**src/rtl/hwag_pkg.sv**
```systemverilog
// Shared angle-domain types and constants for the crank angle generator family.
package hwag_pkg;

    localparam int unsigned ANGLE_W         = 16;
    localparam int unsigned TICKS_PER_TOOTH = 64;

    typedef logic [ANGLE_W-1:0] angle_t;

    localparam angle_t ANGLE_MAX = 16'd3839;

    // Circular window: on between rst_a (exclusive) and set (inclusive), counting down.
    typedef struct packed {
        angle_t set;
        angle_t rst_a;
    } win_t;

    // Level-based window membership; set == rst_a is an empty window.
    function automatic logic in_window(input win_t w, input angle_t a);
        logic hit;
        hit = 1'b0;
        if (w.set > w.rst_a) begin
            hit = (a > w.rst_a) && (a <= w.set);
        end else if (w.set < w.rst_a) begin
            hit = (a <= w.set) || (a > w.rst_a);
        end
        return hit;
    endfunction

endpackage

```
**src/rtl/coil_channel.sv**
```systemverilog
// One coil output: double-buffered window, registered compare, dwell guard.
module coil_channel
    import hwag_pkg::*;
#(
    parameter int unsigned DWELL_W = 24
)(
    input  logic               clk,
    input  logic               rst,
    input  logic               wr_set,
    input  logic               wr_rst,
    input  angle_t             wr_data,
    input  logic               commit,
    input  logic               angle_valid,
    input  angle_t             angle_d,
    input  logic               valid_d,
    input  logic [DWELL_W-1:0] dwell_max,
    output logic               coil
);

    win_t               shadow;
    win_t               active;
    logic               in_win;
    logic [DWELL_W-1:0] dwell_cnt;
    logic               tripped;
    logic [DWELL_W-1:0] cnt_nxt_c;
    logic               trip_hit_c;

    // Shadow takes writes; active copies the pre-write shadow on a commit edge.
    always_ff @(posedge clk) begin
        if (!rst) begin
            shadow <= '0;
            active <= '0;
        end else begin
            if (commit) begin
                active <= shadow;
            end
            if (wr_set) begin
                shadow.set <= wr_data;
            end
            if (wr_rst) begin
                shadow.rst_a <= wr_data;
            end
        end
    end

    // Stage 2: registered window compare, flushed while unsynchronised.
    always_ff @(posedge clk) begin
        if (!rst) begin
            in_win <= 1'b0;
        end else begin
            in_win <= valid_d & in_window(active, angle_d);
        end
    end

    // Next dwell count and trip decision, so the coil drops on the cycle the limit is reached.
    always_comb begin
        cnt_nxt_c  = dwell_cnt;
        trip_hit_c = 1'b0;
        if (coil && (dwell_cnt != '1)) begin
            cnt_nxt_c = dwell_cnt + DWELL_W'(1);
        end
        if (coil && (dwell_max != '0) && (cnt_nxt_c >= dwell_max)) begin
            trip_hit_c = 1'b1;
        end
    end

    // Dwell counter and trip latch, cleared when the window closes or sync is lost.
    always_ff @(posedge clk) begin
        if (!rst || !valid_d || !in_win) begin
            dwell_cnt <= '0;
            tripped   <= 1'b0;
        end else begin
            dwell_cnt <= cnt_nxt_c;
            tripped   <= tripped | trip_hit_c;
        end
    end

    // Stage 3: coil drive, forced low immediately when sync drops.
    always_ff @(posedge clk) begin
        if (!rst) begin
            coil <= 1'b0;
        end else begin
            coil <= in_win & ~(tripped | trip_hit_c) & valid_d & angle_valid;
        end
    end

endmodule

```
**src/rtl/coil_scheduler.sv**
```systemverilog
// Angle-domain coil scheduler: write decode, wrap detection, commit control.
module coil_scheduler
    import hwag_pkg::*;
#(
    parameter int unsigned CHANNELS = 4,
    parameter int unsigned DWELL_W  = 24
)(
    input  logic                            clk,
    input  logic                            rst,
    input  logic                            angle_valid,
    input  logic [ANGLE_W-1:0]              angle,
    input  logic                            wr_en,
    input  logic [$clog2(2*CHANNELS)-1:0]   wr_addr,
    input  logic [ANGLE_W-1:0]              wr_data,
    input  logic                            commit_req,
    input  logic [DWELL_W-1:0]              dwell_max,
    output logic [CHANNELS-1:0]             coil,
    output logic                            commit_pending,
    output logic                            wr_err
);

    localparam int unsigned ADDR_W = $clog2(2*CHANNELS);
    localparam int unsigned CH_W   = ADDR_W - 1;

    angle_t              angle_d;
    logic                valid_d;
    logic                wrap_c;
    logic                wr_ok_c;
    logic [CHANNELS-1:0] wr_set_c;
    logic [CHANNELS-1:0] wr_rst_c;

    // Stage 1: sample the generator angle and sync flag.
    always_ff @(posedge clk) begin
        if (!rst) begin
            angle_d <= '0;
            valid_d <= 1'b0;
        end else begin
            angle_d <= angle;
            valid_d <= angle_valid;
        end
    end

    // Wrap is the first synchronised sample of the top angle; writes above it are rejected.
    always_comb begin
        wrap_c  = angle_valid && (angle == ANGLE_MAX) && (angle_d != ANGLE_MAX);
        wr_ok_c = wr_en && (wr_data <= ANGLE_MAX);
    end

    // Commit status and write-error pulse; a request coinciding with a wrap stays armed.
    always_ff @(posedge clk) begin
        if (!rst) begin
            commit_pending <= 1'b0;
            wr_err         <= 1'b0;
        end else begin
            wr_err <= wr_en && !wr_ok_c;
            if (wrap_c) begin
                commit_pending <= commit_req;
            end else if (commit_req) begin
                commit_pending <= 1'b1;
            end
        end
    end

    for (genvar ch = 0; ch < CHANNELS; ch++) begin : g_ch
        // Address decode: upper bits pick the channel, bit 0 picks set/reset.
        always_comb begin
            wr_set_c[ch] = wr_ok_c && (wr_addr[ADDR_W-1:1] == CH_W'(ch)) && !wr_addr[0];
            wr_rst_c[ch] = wr_ok_c && (wr_addr[ADDR_W-1:1] == CH_W'(ch)) &&  wr_addr[0];
        end

        coil_channel #(
            .DWELL_W (DWELL_W)
        ) u_chan (
            .clk         (clk),
            .rst         (rst),
            .wr_set      (wr_set_c[ch]),
            .wr_rst      (wr_rst_c[ch]),
            .wr_data     (wr_data),
            .commit      (wrap_c),
            .angle_valid (angle_valid),
            .angle_d     (angle_d),
            .valid_d     (valid_d),
            .dwell_max   (dwell_max),
            .coil        (coil[ch])
        );
    end

endmodule

```
**config.mk**
```make
export PLATFORM = sky130hd
export DESIGN_NAME = coil_scheduler
export DESIGN_NICKNAME = d
export VERILOG_FILES = /design/src/rtl/hwag_pkg.sv /design/src/rtl/coil_channel.sv /design/src/rtl/coil_scheduler.sv
export SDC_FILE = /design/constraint.sdc
export NUM_CORES = 1
export LEC_CHECK = 0
export CAP_MARGIN = 0
export CORE_ASPECT_RATIO = 1.2
export CORE_MARGIN = 5
export CORE_UTILIZATION = 46
export DETAILED_ROUTE_END_ITERATION = 12
export GPL_TIMING_DRIVEN = 1
export PLACE_DENSITY_LB_ADDON = 0.12
export SLEW_MARGIN = 20
export SYNTH_ARGS = -nofsm -noshare
export SYNTH_HDL_FRONTEND = slang
export SYNTH_SLANG_ARGS = --single-unit
```
**constraint.sdc**
```tcl
create_clock -name clk -period 6.6 [get_ports clk]
set_input_delay 0.99 -clock clk [delete_from_list [all_inputs] [get_ports clk]]
set_output_delay 0.99 -clock clk [all_outputs]
set_load 0.05 [all_outputs]
```
-- Word-level counts from Yosys, hierarchy flattened
Cells that the tools add are included.
- bits in registers: 383
- memories: 0
- latch bits: 0
- bits in read-only memories: 0
- memory bits (writable): 0
- divide/modulo/power cells: 0
- reduce and logical (&&, ||, !) cells: 52
- shift-type cells: 0
- $lt $le $gt $ge: 21
- bitwise gates (word level): 24
- eq/ne operators: 9
- $add $sub $neg: 4
- muxes and demuxes: 22
- multipliers: 0
- operators with widths (operator ; count):
    $gt A16 B16 Y1 ; 8
    $add A24 B1 Y24 const B ; 4
    $ge A24 B24 Y1 ; 4
    $mux W24 ; 4
    $ne A24 B24 Y1 const B ; 4
    $le A16 B16 Y1 ; 4
    $lt A16 B16 Y1 ; 4
    $logic_and A1 B1 Y1 ; 32
    $reduce_bool A24 Y1 ; 1
    $mux W1 ; 18
    $and A1 B1 Y1 ; 16
    $eq A16 B12 Y1 const B ; 1
    $le A16 B12 Y1 const B ; 1
    $ne A16 B12 Y1 const B ; 1
    $logic_or A1 B1 Y1 ; 9
    $logic_not A1 Y1 ; 8
    $eq A2 B2 Y1 const B ; 2
    $not A1 Y1 ; 4
    $or A1 B1 Y1 ; 4
    $eq A2 B1 Y1 const B ; 1
    $logic_not A2 Y1 ; 1
    $reduce_bool A2 Y1 ; 1

-- Depth between registers and ports, before layout
Gate-level depths: netlist (run 1).
- word-level depth: 11
- depth in mapped cells: 14
- mapped depth without buffers: 13

-- Cells and area by module
Synthesis (run 1) repeated with hierarchy kept, for this count alone.
- cells, all modules: 2453
- area, all modules: 22591.7 µm²
- modules (own cells, without submodules) (module ; cells each ; instances ; area each (µm²)):
    coil_channel ; 596 ; 4 ; 5476.5
    coil_scheduler ; 69 ; 1 ; 685.7

-- Least setup slack after synthesis (run 1)
Ideal clock, no wire load.
- path kind: reg2reg
- start point: register g_ch[2].u_chan.dwell_cnt[17]
- end point: register g_ch[2].u_chan.coil
- required time: 6539 ps
- library setup time: 61 ps
- period minus slack after synthesis: 3187 ps
- stages on the path, launching flop included: 13
- path slack: 3413 ps
- arrival time: 3126 ps
- path through: dfxtp_1 > and4_1 > nand4_2 > nor4_2 > nor2_1 > xor2_1 > ha_1 > a21o_1 > a21o_1 > a32o_1 > o311a_1 > a311oi_1 > and4_1
- cells in the longest elaborated chain, start to end: 11
- elaborated cells between the ends (all ways): 12
- those cells by class: 1 x add/sub; 1 x order compare; 1 x eq/ne; 2 x mux; 5 x bitwise; 2 x reduce/logical
- RTL lines (element ; RTL line ; source):
    start: declaration ; coil_channel.sv:23 ; logic [DWELL_W-1:0] dwell_cnt;
    start signal: assignment ; coil_channel.sv:73 ; dwell_cnt <= cnt_nxt_c;
    $ne A24 B24 Y1 ; coil_channel.sv:59 ; if (coil && (dwell_cnt != '1)) begin
    $logic_and A1 B1 Y1 ; coil_channel.sv:59 ;
    $mux W24 ; coil_channel.sv:59 ;
    via g_ch[2].u_chan.cnt_nxt_c[13] ; coil_channel.sv:25 ; logic [DWELL_W-1:0] cnt_nxt_c;
    $ge A24 B24 Y1 ; coil_channel.sv:62 ; if (coil && (dwell_max != '0) && (cnt_nxt_c >= dwell_max)) begin
    $logic_and A1 B1 Y1 ; coil_channel.sv:62 ;
    $mux W1 ; coil_channel.sv:62 ;
    $or A1 B1 Y1 ; coil_channel.sv:83 ; coil <= in_win & ~(tripped | trip_hit_c) & valid_d & angle_valid;
    $not A1 Y1 ; coil_channel.sv:83 ;
    $and A1 B1 Y1 (3 in series) ; coil_channel.sv:83 ;
    end signal: assignment ; coil_channel.sv:83 ;
    end: declaration ; coil_channel.sv:17 ; output logic coil
The timed path passes the listed nets, and every way through them passes these cells.
A chain may end at the register's enable or synchronous reset.

-- Worst setup path in the final report (run 1)
Ends and elaborated chain as after synthesis.

==> impl_metrics.env, run 1 <==
export IMPL_status="complete, no violations"
export IMPL_r2r_start="g_ch[2].u_chan.dwell_cnt[17]"
export IMPL_register_area_mm2=0.007667
export IMPL_num_vias=17510
export IMPL_period_minus_slack_ps=3766
export IMPL_vias_per_cell=5.481
export IMPL_syn_area_mm2=0.02171
export IMPL_crit_start="g_ch[2].u_chan.dwell_cnt[17]"
export IMPL_grt_max_degree=122
export IMPL_final_util_pct=51.85
export IMPL_die_w_um=208.3
export IMPL_synth_top_area_share_pct=35.31
export IMPL_ir_drop_mv=0.1927
export IMPL_grt_pass1_vias=17180
export IMPL_maxCapViolCount=0
export IMPL_yosys_area_top_type="dfxtp_1"
export IMPL_setup_slack_ps=2834
export IMPL_grt_use_total_pct=22.29
export IMPL_synthTopCellsByCount="494 x nand2_1, 383 x dfxtp_1, 292 x ha_1"
export IMPL_yosysUniqueCellTypes=71
export IMPL_worstHoldPathType="reg -> reg"
export IMPL_period_share_pct=57.05
export IMPL_die_area_mm2=0.05167
export IMPL_slew_viol_final=0
export IMPL_slew_headroom_pct=33.43
export IMPL_place_ws_ps=2754
export IMPL_cts_hold_buf=0
export IMPL_tritoncts="built"
export IMPL_synth_adder_area_share_pct=16.83
export IMPL_worstSkewPairLatency_ps=570
export IMPL_tns_ps=0
export IMPL_cp_required_ps=7110
export IMPL_syn_nets=2884
export IMPL_clock_skew_ps=18.97
export IMPL_grt_pass1_wl_um=92920
export IMPL_crit_fanout=7
export IMPL_initial_core_util_pct=46.28
export IMPL_synthTopCellsByArea="dfxtp_1 35%, ha_1 17%, nand2_1 8.5%"
export IMPL_gp_congestion=0.8997
export IMPL_cts_num_sinks=383
export IMPL_yosysMostFrequentCell="nand2_1"
export IMPL_syn_to_final_growth_pct=12.03
export IMPL_met2_length_um=27540
export IMPL_drt_initial_drc_count=1063
export IMPL_syn_area_per_cell_um2=8.590
export IMPL_wl_um=59120
export IMPL_worst_pin_slew_ps=998.5
export IMPL_setup_viol=0
export IMPL_cts_root_buf="clkbuf_16"
export IMPL_synthFlopType="dfxtp_1"
export IMPL_p_per_area_mw_per_mm2=216.9
export IMPL_start_kind="flip-flop"
export IMPL_worstHoldStart="g_ch[3].u_chan.shadow[15]"
export IMPL_hold_violations=0
export IMPL_endpoint_kind="flip-flop"
export IMPL_wl_met1_um=26740
export IMPL_yosys_register_bits=383
export IMPL_post_cts_buffers=0
export IMPL_ios=70
export IMPL_rows=87
export IMPL_yosysSeqAreaShare_pct=35.31
export IMPL_die_y_um=248.0
export IMPL_dr_pass1_iters=5
export IMPL_place_area_mm2=0.02278
export IMPL_final_nets=2896
export IMPL_dpl_hpwl_um=43240
export IMPL_ys_async_sr_fraction_pct=0
export IMPL_r2r_slack_ps=2830
export IMPL_multi_input_area_mm2=0.01295
export IMPL_worstPathArrival_ps=4270
export IMPL_finalInstanceArea_mm2=0.02433
export IMPL_antenna_found_initial=1
export IMPL_synth_top_family_by_area="simple AND/OR/NAND/NOR gates"
export IMPL_postCtsResizedCells=0
export IMPL_overflow=0
export IMPL_timing_fmax_mhz=265.6
export IMPL_rr_endpoint="g_ch[2].u_chan.coil"
export IMPL_core_area_mm2=0.04692
export IMPL_nFillCells=4432
export IMPL_leakagePower_nw=9.720
export IMPL_reg2regPathDepth=12
export IMPL_wire_per_inst_um=18.51
export IMPL_drive_above_1_share_pct=4.241
export IMPL_syn_inst=2528
export IMPL_synthXorXnorAreaFrac_pct=3.590
export IMPL_clk_transition_reported_paths_ps=60
export IMPL_antenna_left=0
export IMPL_synth_mux_area_share_pct=0.7606
export IMPL_yosys_warnings=0
export IMPL_maxUsedRoutingLayer="met5"
export IMPL_dr_wl_met3_um=2402
export IMPL_synth_compound_area_share_pct=15.49
export IMPL_critPathKind="reg -> reg"
export IMPL_portBuffers=69
export IMPL_cts_buffer_depth=3
export IMPL_h_tree_depth=2
export IMPL_rsz0062_at_grt="false"
export IMPL_cp_endpoint="g_ch[2].u_chan.coil"
export IMPL_synthSimpleGateAreaFrac_pct=22.94
export IMPL_numCtsBuffers=43
export IMPL_drc=0
export IMPL_synth_edf_count=0
stage by stage:
step           hold WS, ps  total power (W)  instances
2_1_floorplan        423.3         0.002571       2528
4_1_cts              440.4         0.005335       3193
3_5_place_dp         443.0         0.002707       3118
5_1_grt              456.1         0.005454       3193
6_report             448.8         0.005275       3194
3_3_place_gp         437.8         0.002695       3118
sequential cells by signal, indices dropped and copies added (netlist names):
name	cells
g_ch.u_chan.in_win	4
angle_d	16
wr_err	1
g_ch.u_chan.shadow	128
commit_pending	1
g_ch.u_chan.coil	4
g_ch.u_chan.dwell_cnt	96
g_ch.u_chan.tripped	4
valid_d	1
g_ch.u_chan.active	128
cell type report:
cell class | count | share of cell area (%)
tap | 623 | 3.204
clock buffer | 57 | 5.061
inverter | 169 | 2.608
multi-input combinational | 1866 | 53.25
clock inverter | 18 | 1.255
antenna | 1 | 0.01029
timing repair buffer | 77 | 3.091
sequential | 383 | 31.52
critical path: stages, from the launching register on:
cell and delay, ps:
dfxtp_1 380, and4_1 260, nand4_2 240, nor4_2 680
nor2_1 140, xor2_1 230, ha_1 280, a21o_1 180
a21o_1 170, a32o_1 250, o311a_1 330, a311oi_1 340
and4_1 230
worst min-delay path by stage:
stage,cells past startpoint,to
6_report,2,g_ch[3].u_chan.active[15]
2_1_floorplan,2,g_ch[2].u_chan.tripped
5_1_grt,2,g_ch[2].u_chan.active[31]
3_3_place_gp,2,g_ch[2].u_chan.active[31]
4_1_cts,2,g_ch[2].u_chan.active[31]
3_5_place_dp,2,g_ch[3].u_chan.active[27]
cells by family (layout without fill, tap and decap cells):
kind of cell / after synthesis / after routing
other: 0 / 1
flip-flops: 383 / 383
adder cells (fa/ha/maj): 292 / 292
buffers and inverters: 279 / 321
AO/OA/AOI/OAI: 462 / 462
AND/OR/NAND/NOR: 1007 / 1007
XOR/XNOR: 89 / 89
multiplexers: 16 / 16
layout by cell type (no fill, tap or decap), drive strengths merged, types with 18 or more instances in the layout:
cell / instances
xor2: 37
nand3: 64
nand2: 494
inv: 169
nor4: 21
nand4: 93
and3: 53
clkdlybuf4s50: 68
o211ai: 27
a21o: 46
xnor2: 52
a21boi: 213
dfxtp: 383
nor3: 26
and4: 18
and2: 24
a21oi: 88
clkbuf: 57
ha: 292
nor2b: 117
nor2: 51
report_power, final:
part / leakage (nW) / internal [W] / switching (W)
sequential: 3.09 / 0.00232 / 0.0000262
clock: 0.746 / 0.00162 / 0.000994
combinational: 5.89 / 0.000137 / 0.000177
total: 9.72 / 0.00408 / 0.00120
routing by layer:
metal | track usage (%) | vias to the layer above
met5 | 0 | -
met4 | 8.560 | 2
met3 | 3.654 | 129
met2 | 38.35 | 310
met1 | 28.17 | 8256
li1 | - | 8810
No activity file was read; power rests on OpenSTA's default activity.
==> run 2: changes to the inputs <==
clock period = 3.8 ns   (was 6.6 ns; I/O delays follow)
==> run 2 against run 1 <==
  * Utilization is 0.43 points higher
  * Global-route usage up 0.37 points
  * Clock-buffer cell count is 4 higher
  * Die area did not move
  * Critical path depth is 2 lower
  * Sequential share of layout area down 0.26 points
  * Largest power group unchanged
  * First-iteration DRC count grew 7.3%
  * Critical endpoint is now g_ch[1].u_chan.coil
  * Non-clock buffer count increased by 21
  * Power increased by 74%
  * Routed wire length is 0.90% higher
  * Register-to-register slack lost 2600 ps
  * Combinational power increased by 75%
==> impl_metrics.env, run 2 (same netlist as run 1, synthesis figures left out) <==
export IMPL_vias_per_cell=5.493
export IMPL_endpoint_kind="flip-flop"
export IMPL_cp_required_ps=4270
export IMPL_grt_use_total_pct=22.66
export IMPL_setup_viol=0
export IMPL_slew_headroom_pct=38.77
export IMPL_hold_violations=0
export IMPL_die_w_um=208.3
export IMPL_wire_per_inst_um=18.54
export IMPL_path_buf_inv=0
export IMPL_portBuffers=69
export IMPL_register_area_mm2=0.007667
export IMPL_rsz0062_at_grt="false"
export IMPL_critPathKind="reg -> reg"
export IMPL_p_per_area_mw_per_mm2=373.2
export IMPL_core_area_mm2=0.04692
export IMPL_r2r_slack_ps=260
export IMPL_tns_ps=0
export IMPL_overflow=0
export IMPL_dpl_hpwl_um=43070
export IMPL_drive_above_1_share_pct=5.125
export IMPL_period_share_pct=93.13
export IMPL_final_util_pct=52.28
export IMPL_period_minus_slack_ps=3539
export IMPL_gp_congestion=0.8735
export IMPL_grt_max_degree=130
export IMPL_num_vias=17680
export IMPL_die_area_mm2=0.05167
export IMPL_final_cell_mix="494 x nand2_1, 383 x dfxtp_1, 292 x ha_1, 169 x inv_1, 149 x a21boi_1"
export IMPL_nFillCells=4393
export IMPL_status="complete, no violations"
export IMPL_maxCapViolCount=0
export IMPL_final_common_cell="nand2_1"
export IMPL_power_total_w=0.009155
export IMPL_ios=70
export IMPL_holdPathEnd="g_ch[0].u_chan.active[14]"
export IMPL_reg2regPathDepth=10
export IMPL_whs_path_depth=2
export IMPL_reg_top3="g_ch.u_chan.active: 128 flops, g_ch.u_chan.shadow: 128 flops, g_ch.u_chan.dwell_cnt: 96 flops"
export IMPL_die_y_um=248.0
export IMPL_ir_drop_mv=0.3472
export IMPL_worstHoldStart="g_ch[0].u_chan.shadow[14]"
export IMPL_clk_transition_reported_paths_ps=60
export IMPL_cts_num_sinks=383
export IMPL_h_tree_depth=2
export IMPL_antenna_left=0
export IMPL_worstSkewPairLatency_ps=570
export IMPL_worst_pin_slew_ps=918.4
export IMPL_leakagePower_nw=9.843
export IMPL_post_cts_buffers=0
export IMPL_diodes=0
export IMPL_initial_core_util_pct=46.28
export IMPL_drc=0
export IMPL_cts_buffer_depth=3
export IMPL_crit_start="g_ch[1].u_chan.dwell_cnt[12]"
export IMPL_worstHoldPathType="reg -> reg"
export IMPL_r2r_start="g_ch[1].u_chan.dwell_cnt[12]"
export IMPL_wl_um=59650
export IMPL_drt_initial_drc_count=1141
export IMPL_tritoncts="built"
export IMPL_rr_endpoint="g_ch[1].u_chan.coil"
export IMPL_dp_cells=3139
export IMPL_slowest_delay_ps=590
export IMPL_numCtsBuffers=44
export IMPL_clock_skew_ps=13.35
export IMPL_cts_hold_buf=0
export IMPL_postCtsResizedCells=0
export IMPL_worstPathArrival_ps=4010
export IMPL_fin_cells=3218
export IMPL_slew_viol_final=0
export IMPL_multi_input_area_mm2=0.01295
export IMPL_dr_pass1_iters=5
export IMPL_syn_to_final_growth_pct=12.96
export IMPL_cts_root_buf="clkbuf_16"
export IMPL_final_nets=2918
export IMPL_start_kind="flip-flop"
export IMPL_rows=87
export IMPL_cp_cell_sequence="nand3_2, or4_4, o31ai_4, mux2_2, ha_1, a21o_1, a2111oi_0, o31ai_1, a41o_1, nor4b_1"
export IMPL_antenna_found_initial=2
export IMPL_grt_pass1_wl_um=94760
export IMPL_grt_pass1_vias=17410
export IMPL_cp_slowest_cell="or4_4"
export IMPL_crit_fanout=6
export IMPL_crit_family="compound AO/OA/AOI/OAI gates"
export IMPL_timing_hold_ws_ps=445.6
export IMPL_timing_fmax_mhz=282.6
-- run 2: power by group --
| group | switching, W | internal, W | total, W |
|---|---|---|---|
| clock | 0.00176 | 0.00277 | 0.00453 |
| combinational | 0.000309 | 0.000243 | 0.000551 |
| sequential | 0.0000446 | 0.00403 | 0.00407 |
-- run 2: area by class of cell --
cell class	instances	area share [%]
clock inverters	18	1.071
inverters	169	2.586
repair buffers	98	3.861
well taps	623	3.178
clock buffers	61	5.244
multi-input cells	1866	52.80
flip-flops and latches	383	31.26
-- run 2: worst max path at each step --
stage / endpoint / slack [ps] / cells past startpoint
global route: g_ch[2].u_chan.coil / 10 / 12
finish: g_ch[1].u_chan.coil / 260 / 10
detailed placement: g_ch[1].u_chan.coil / 280 / 10
CTS: g_ch[3].u_chan.coil / 240 / 12
floorplan: g_ch[2].u_chan.coil / 610 / 12
global placement: g_ch[1].u_chan.coil / 410 / 10
-- run 2: metal layers --
| layer | GRT usage [%] | part of all wire, % | vias up | wire length [um] |
|---|---|---|---|---|
| met2 | 38.98 | 47 | 376 | 27960 |
| met1 | 29.03 | 45 | 8318 | 26940 |
| met5 | 0 | 0.023 | - | 14 |
| met3 | 2.882 | 4.1 | 131 | 2461 |
| li1 | - | - | 8846 | - |
| met4 | 8.986 | 3.8 | 4 | 2272 |
-- run 2: through the flow --
stage / setup WS, ps / instance area [um2]
detailed placement: 275.5 / 22970
finish: 261.0 / 24530
floorplan: 613.0 / 21710
global route: 11.63 / 24530
CTS: 245.0 / 24520
global placement: 409.1 / 22970
-- run 2: worst min-delay path: cells and delay by family, from the launching register on --
kind	cells	cell delay, ps
AO/OA/AOI/OAI	1	50
flip-flops	1	310
AND/OR/NAND/NOR	1	50
